### config.mk
export PLATFORM = sky130hd
export DESIGN_NAME = servo_pwm_gen_flat
export DESIGN_NICKNAME = d
export VERILOG_FILES = /design/src/rtl/servo_pkg.sv /design/src/rtl/servo_pwm_gen_if.sv /design/src/rtl/servo_tick_gen.sv /design/src/rtl/servo_pwm_gen.sv /design/src/flat_wrapper.sv
export SDC_FILE = /design/constraint.sdc
export NUM_CORES = 1
export LEC_CHECK = 0
export BUFFER_PORTS_ARGS = -buffer_cell sky130_fd_sc_hd__buf_2
export CAP_MARGIN = 30
export CORE_ASPECT_RATIO = 0.9
export CORE_UTILIZATION = 35
export CTS_BUF_LIST = sky130_fd_sc_hd__clkbuf_8
export DETAILED_ROUTE_END_ITERATION = 6
export GPL_TIMING_DRIVEN = 1
export SLEW_MARGIN = 15
export SYNTH_ARGS = -nofsm -noshare
export SYNTH_HDL_FRONTEND = slang
export SYNTH_HIERARCHICAL = 1
export SYNTH_SLANG_ARGS = --single-unit
### constraint.sdc
create_clock -name clk -period 25.3 [get_ports clk]
set_input_delay 1.265 -clock clk [delete_from_list [all_inputs] [get_ports clk]]
set_output_delay 1.265 -clock clk [all_outputs]
set_load 0.1 [all_outputs]
### src/rtl/servo_pkg.sv
// Shared constants and helpers for the servo PWM generator family.
package servo_pkg;

    localparam int TICK_DIV_DEFAULT    = 195;
    localparam int MIN_TICKS_DEFAULT   = 256;
    localparam int FRAME_TICKS_DEFAULT = 5128;

    // Bits needed to count 0..value-1; never less than one bit.
    function automatic int clog2(input int value);
        int w;
        w = 1;
        while ((1 << w) < value) w++;
        return w;
    endfunction

    function automatic int pos_width(input int resolution);
        return (resolution < 1) ? 1 : resolution;
    endfunction

endpackage

### src/rtl/servo_pwm_gen_if.sv
// Packed position bus with valid/ready handshake into the shadow registers.
interface servo_pwm_gen_if #(
    parameter int CHANNELS   = 18,
    parameter int RESOLUTION = 8
);
    logic [CHANNELS*RESOLUTION-1:0] servo_data;
    logic                           data_valid;
    logic                           data_ready;

    modport master (output servo_data, output data_valid, input  data_ready);
    modport slave  (input  servo_data, input  data_valid, output data_ready);
endinterface

### src/rtl/servo_tick_gen.sv
// Tick prescaler and frame counter; both held at zero while enable is low.
module servo_tick_gen import servo_pkg::*; #(
    parameter  int TICK_DIV    = TICK_DIV_DEFAULT,
    parameter  int FRAME_TICKS = FRAME_TICKS_DEFAULT,
    localparam int TW          = clog2(TICK_DIV),
    localparam int FW          = clog2(FRAME_TICKS)
) (
    input  logic          clk,
    input  logic          res,
    input  logic          enable,
    output logic          tick,
    output logic [FW-1:0] frame_cnt,
    output logic          frame_evt
);
    logic [TW-1:0] tick_cnt;

    assign tick      = (tick_cnt == TW'(TICK_DIV - 1));
    assign frame_evt = enable && (tick_cnt == '0) && (frame_cnt == '0);

    always_ff @(posedge clk or posedge res) begin
        if (res) begin
            tick_cnt  <= '0;
            frame_cnt <= '0;
        end else if (!enable) begin
            tick_cnt  <= '0;
            frame_cnt <= '0;
        end else begin
            tick_cnt <= tick ? '0 : tick_cnt + 1'b1;
            if (tick)
                frame_cnt <= (frame_cnt == FW'(FRAME_TICKS - 1)) ? '0 : frame_cnt + 1'b1;
        end
    end

endmodule

### src/rtl/servo_pwm_gen.sv
// Multi-channel servo PWM generator with frame-synchronous shadow->active transfer.
// Define SERVO_PWM_SLEW_EN to limit the per-frame position change to SLEW_STEP.
module servo_pwm_gen import servo_pkg::*; #(
    parameter int CHANNELS    = 18,
    parameter int RESOLUTION  = 8,
    parameter int TICK_DIV    = TICK_DIV_DEFAULT,
    parameter int MIN_TICKS   = MIN_TICKS_DEFAULT,
    parameter int FRAME_TICKS = FRAME_TICKS_DEFAULT,
    parameter int SLEW_STEP   = 1
) (
    input  logic                clk,
    input  logic                res,
    input  logic                enable,
    servo_pwm_gen_if.slave      bus,
    output logic                frame_start,
    output logic [CHANNELS-1:0] servo_signal
);
    localparam int FW = clog2(FRAME_TICKS);
    localparam int CW = FW + 1;
    localparam int PW = pos_width(RESOLUTION);
    localparam logic [PW-1:0] CENTRE = PW'(1 << (RESOLUTION - 1));

    if (CHANNELS < 1 || CHANNELS > 32 || TICK_DIV < 2 || MIN_TICKS < 1 || SLEW_STEP < 0 ||
        FRAME_TICKS <= MIN_TICKS + (1 << RESOLUTION) - 1) begin : g_bad_cfg
        $error("servo_pwm_gen: invalid parameter set");
    end

`ifdef SERVO_PWM_SLEW_EN
    // Clamping the step to the position range keeps active +/- STEP inside PW bits.
    localparam int STEP_MAX = (1 << RESOLUTION) - 1;
    localparam logic [PW-1:0] STEP = PW'((SLEW_STEP > STEP_MAX) ? STEP_MAX : SLEW_STEP);
`endif

    logic [FW-1:0] frame_cnt;
    logic          frame_evt;
    logic          wr;

    servo_tick_gen #(
        .TICK_DIV    (TICK_DIV),
        .FRAME_TICKS (FRAME_TICKS)
    ) u_tick (
        .clk       (clk),
        .res       (res),
        .enable    (enable),
        .tick      (),
        .frame_cnt (frame_cnt),
        .frame_evt (frame_evt)
    );

    // Writes are refused on the frame-event cycle so shadow and active never race.
    assign bus.data_ready = !res && !frame_evt;
    assign wr             = bus.data_valid && bus.data_ready;

    always_ff @(posedge clk or posedge res) begin
        if (res) frame_start <= 1'b0;
        else     frame_start <= frame_evt;
    end

    for (genvar i = 0; i < CHANNELS; i++) begin : g_ch
        logic [PW-1:0] shadow;
        logic [PW-1:0] active;
        logic [PW-1:0] active_nxt;
        logic [CW-1:0] limit;
        logic          pwm;

        always_ff @(posedge clk or posedge res) begin
            if (res)     shadow <= CENTRE;
            else if (wr) shadow <= PW'(bus.servo_data[i*RESOLUTION +: RESOLUTION]);
        end

`ifdef SERVO_PWM_SLEW_EN
        always_comb begin
            active_nxt = active;
            if (shadow > active)
                active_nxt = (shadow - active > STEP) ? active + STEP : shadow;
            else if (active > shadow)
                active_nxt = (active - shadow > STEP) ? active - STEP : shadow;
        end
`else
        assign active_nxt = shadow;
`endif

        always_ff @(posedge clk or posedge res) begin
            if (res)            active <= CENTRE;
            else if (frame_evt) active <= active_nxt;
        end

        assign limit = CW'(MIN_TICKS) + CW'(active);

        always_ff @(posedge clk or posedge res) begin
            if (res) pwm <= 1'b0;
            else     pwm <= enable && ({1'b0, frame_cnt} < limit);
        end

        assign servo_signal[i] = pwm;
    end

endmodule
### src/flat_wrapper.sv
// flat-port wrapper written by rule: the top's interface ports become plain ports
module servo_pwm_gen_flat import servo_pkg::*;
#(
    parameter int CHANNELS    = 18,
    parameter int RESOLUTION  = 8,
    parameter int TICK_DIV    = TICK_DIV_DEFAULT,
    parameter int MIN_TICKS   = MIN_TICKS_DEFAULT,
    parameter int FRAME_TICKS = FRAME_TICKS_DEFAULT,
    parameter int SLEW_STEP   = 1
)
  (clk, res, enable, frame_start, servo_signal, bus_servo_data, bus_data_valid, bus_data_ready);
  servo_pwm_gen_if #(.CHANNELS(CHANNELS), .RESOLUTION(RESOLUTION)) bus_i ();
  input  logic clk;
  input  logic res;
  input  logic enable;
  output logic frame_start;
  output logic [CHANNELS-1:0] servo_signal;
  input wire logic [$bits(bus_i.servo_data)-1:0] bus_servo_data;
  input wire logic [$bits(bus_i.data_valid)-1:0] bus_data_valid;
  output wire logic [$bits(bus_i.data_ready)-1:0] bus_data_ready;
  assign bus_i.servo_data = bus_servo_data;
  assign bus_i.data_valid = bus_data_valid;
  assign bus_data_ready = bus_i.data_ready;
  servo_pwm_gen #(.CHANNELS(CHANNELS), .RESOLUTION(RESOLUTION), .TICK_DIV(TICK_DIV), .MIN_TICKS(MIN_TICKS), .FRAME_TICKS(FRAME_TICKS), .SLEW_STEP(SLEW_STEP)) u_core (.clk(clk), .res(res), .enable(enable), .bus(bus_i), .frame_start(frame_start), .servo_signal(servo_signal));
endmodule
==> results.cfg <==
[run_status]
outcome = completed

[cts]
h-tree-depth = 2
ctsResizeCount = 0
cts_tree = yes
clockBufferDepth = 3
path_clk_slew_ns = 0.06
post-cts-setup-buffers = 0
clock_sinks = 328
cts_root_buf = clkbuf_8
hold_buffers = 0
clk-insertion-delay-late_ns = 0.64
numCtsBuffers = 55

[final_layout]
nNetsFinal = 1813
layout-drive-gt1-share_pct = 30.0
syn_to_final_growth_pct = 15.0
fin_util_pct = 41.0
final_area_um2 = 18200

[floorplanning]
die_y_um = 204
core-area_um2 = 44400
die_w_um = 226
initial_core_util_pct = 35.7
num_rows = 73
io_pins = 168
dieArea_um2 = 46100

[setup_path]
critPathMaxFanout = 25
slowest_stage = dfrtp_1
critPathArrivalTime_ns = 2.85
worstSetupPathType = reg2out
startpoint_type = register
worst_path_dominant_cell_family = simple AND/OR/NAND/NOR gates
cp-end-kind = primary output
crit_buf_inv = 1
cp_cell_sequence = or4_1, nor3_2, nor2_2, buf_2
critPathMaxStageDelay_ns = 0.74
crit_required_ns = 24.03

[power_and_ir_drop]
power.static_leakage_nw = 8.62
ir_worst_vdd_uv = 38.6
power_density_nw_per_um2 = 86.5

[global_routing]
grt_max_degree = 272
antenna_found_initial = 1
track_usage_pct = 16.2
globalRoute.totalOverflow = 0
grt_pass1_vias = 10900
grt_first_pass_wirelength_mm = 58.3

[sta]
worst_slew_pin_slew_ns = 1.16
holdWs_ns = 0.476
final.setup.tns_ns = 0
skew_ns = 0.0275
slew_headroom_pct = 22.4
fmax_mhz = 243
finalHoldViolations = 0
setup_viol = 0
final_max_slew_viol_count = 0
grt_setup_unrepaired = no
finalCritPeriodShare_pct = 16.3
layout_min_cycle_time_ns = 4.11

[drt]
post_drt_wl_per_cell_um = 16.7
highest_layer = met4
drcViolationCount = 0
drt-met1-wl_mm = 17.3
drtAntennaViolNets = 0
route.met2.wl_mm = 16.2
routed_wirelength_mm = 36.3
first_iter_violations = 563
dr.pass1.iters = 5
viasPerCell = 4.83
dr_total_vias = 10500
wl_met3_mm = 1.72

[synth]
yosys_warnings = 6
syn-num-nets = 1657
synth_area_um2 = 15800
avgSynthCellArea_um2 = 11.5
netlist_instances = 1378

[placement]
dp_hpwl_mm = 23.6
place.gp.congestion = 0.746
post_dp_cell_area_um2 = 17000
port-buffer-count = 167

[min_path]
min_path_type = reg2reg

[run]
cap_violations = 0
through the flow:
| stage | cells | power [mW] | setup WS, ns |
|---|---|---|---|
| finish | 2180 | 1.58 | 21.19 |
| global route | 2179 | 1.68 | 20.93 |
| CTS | 2179 | 1.60 | 21.10 |
| detailed placement | 2077 | 1.08 | 20.80 |
| global placement | 2076 | 1.06 | 20.62 |
| floorplan | 1378 | 0.994 | 15.61 |
cell usage in the layout (no fill, tap or decap), types with 3 or more instances in the layout:
master	instances
nor4_1	3
o21ai_0	150
nand3_1	44
nor2_1	8
or4_1	6
clkbuf_8	72
nor2b_1	18
mux2_4	60
o31ai_1	4
mux2_2	102
o311a_1	18
dfstp_2	36
buf_2	167
a21oi_1	64
or3_1	6
ha_1	131
inv_1	152
xor2_1	4
dfrtp_2	7
bufinv_16	3
clkinv_2	9
a211oi_1	17
dfrtp_1	285
nand2_1	153
nand4_1	20
and3_1	6
flip-flops by register name (all words and copies together), names as in the netlist:
signal                   cells
u_core/frame_start           1
u_core/g_ch.active         144
u_core/g_ch.active_nxt     144
u_core/g_ch.pwm             18
u_core/u_tick/frame_cnt     13
u_core/u_tick/tick_cnt       8
layout make-up:
| type | instances | area [um2] |
|---|---|---|
| sequential | 328 | 8260 |
| antenna | 1 | 2.50 |
| timing repair buffer | 172 | 918 |
| fill | 4317 | 26200 |
| tap | 600 | 751 |
| clock buffer | 72 | 991 |
| inverter | 138 | 526 |
| multi-input combinational | 839 | 6560 |
| clock inverter | 30 | 211 |
worst paths after layout:
| check | startpoint | end | slack (ns) | depth (start not counted) |
|---|---|---|---|---|
| setup / recovery | u_core/u_tick/frame_cnt[8] | bus_data_ready | 21.19 | 4 |
| hold / removal | u_core/g_ch[4].active_nxt[2] | u_core/g_ch[4].active[2] | 0.48 | 2 |
| setup reg to reg | u_core/u_tick/frame_cnt[1] | u_core/g_ch[4].active_nxt[2] | 21.23 | 11 |
| hold reg to reg | u_core/g_ch[4].active_nxt[2] | u_core/g_ch[4].active[2] | 0.48 | 2 |
| max in group asynchronous | res | u_core/g_ch[16].active_nxt[1] | 22.84 | 3 |
| min in group asynchronous | res | u_core/g_ch[11].active_nxt[6] | 0.78 | 2 |
worst register-to-register path: stages (launching register included):
cell and delay, ns:
dfrtp_2 0.82, inv_1 0.14, ha_1 0.22, nor4bb_1 0.14, nand3_1 0.10, nor3_2 0.07
nor2_2 0.12, and2_4 0.53, buf_4 0.62, buf_4 0.49, buf_16 0.32, mux2_2 0.42
metal layers:
metal | GRT usage (%) | up-vias
li1 | - | 5069
met1 | 22.5 | 5157
met2 | 24.5 | 234
met3 | 3.16 | 73
met4 | 6.93 | 0
met5 | 0 | -
where the power goes:
group / switching, mW / internal (mW) / total (mW)
Clock: 0.220 / 0.285 / 0.505
Combinational: 0.189 / 0.149 / 0.338
Sequential: 0.0591 / 0.674 / 0.733
Total: 0.468 / 1.11 / 1.58
No activity file was read; power rests on OpenSTA's default activity.
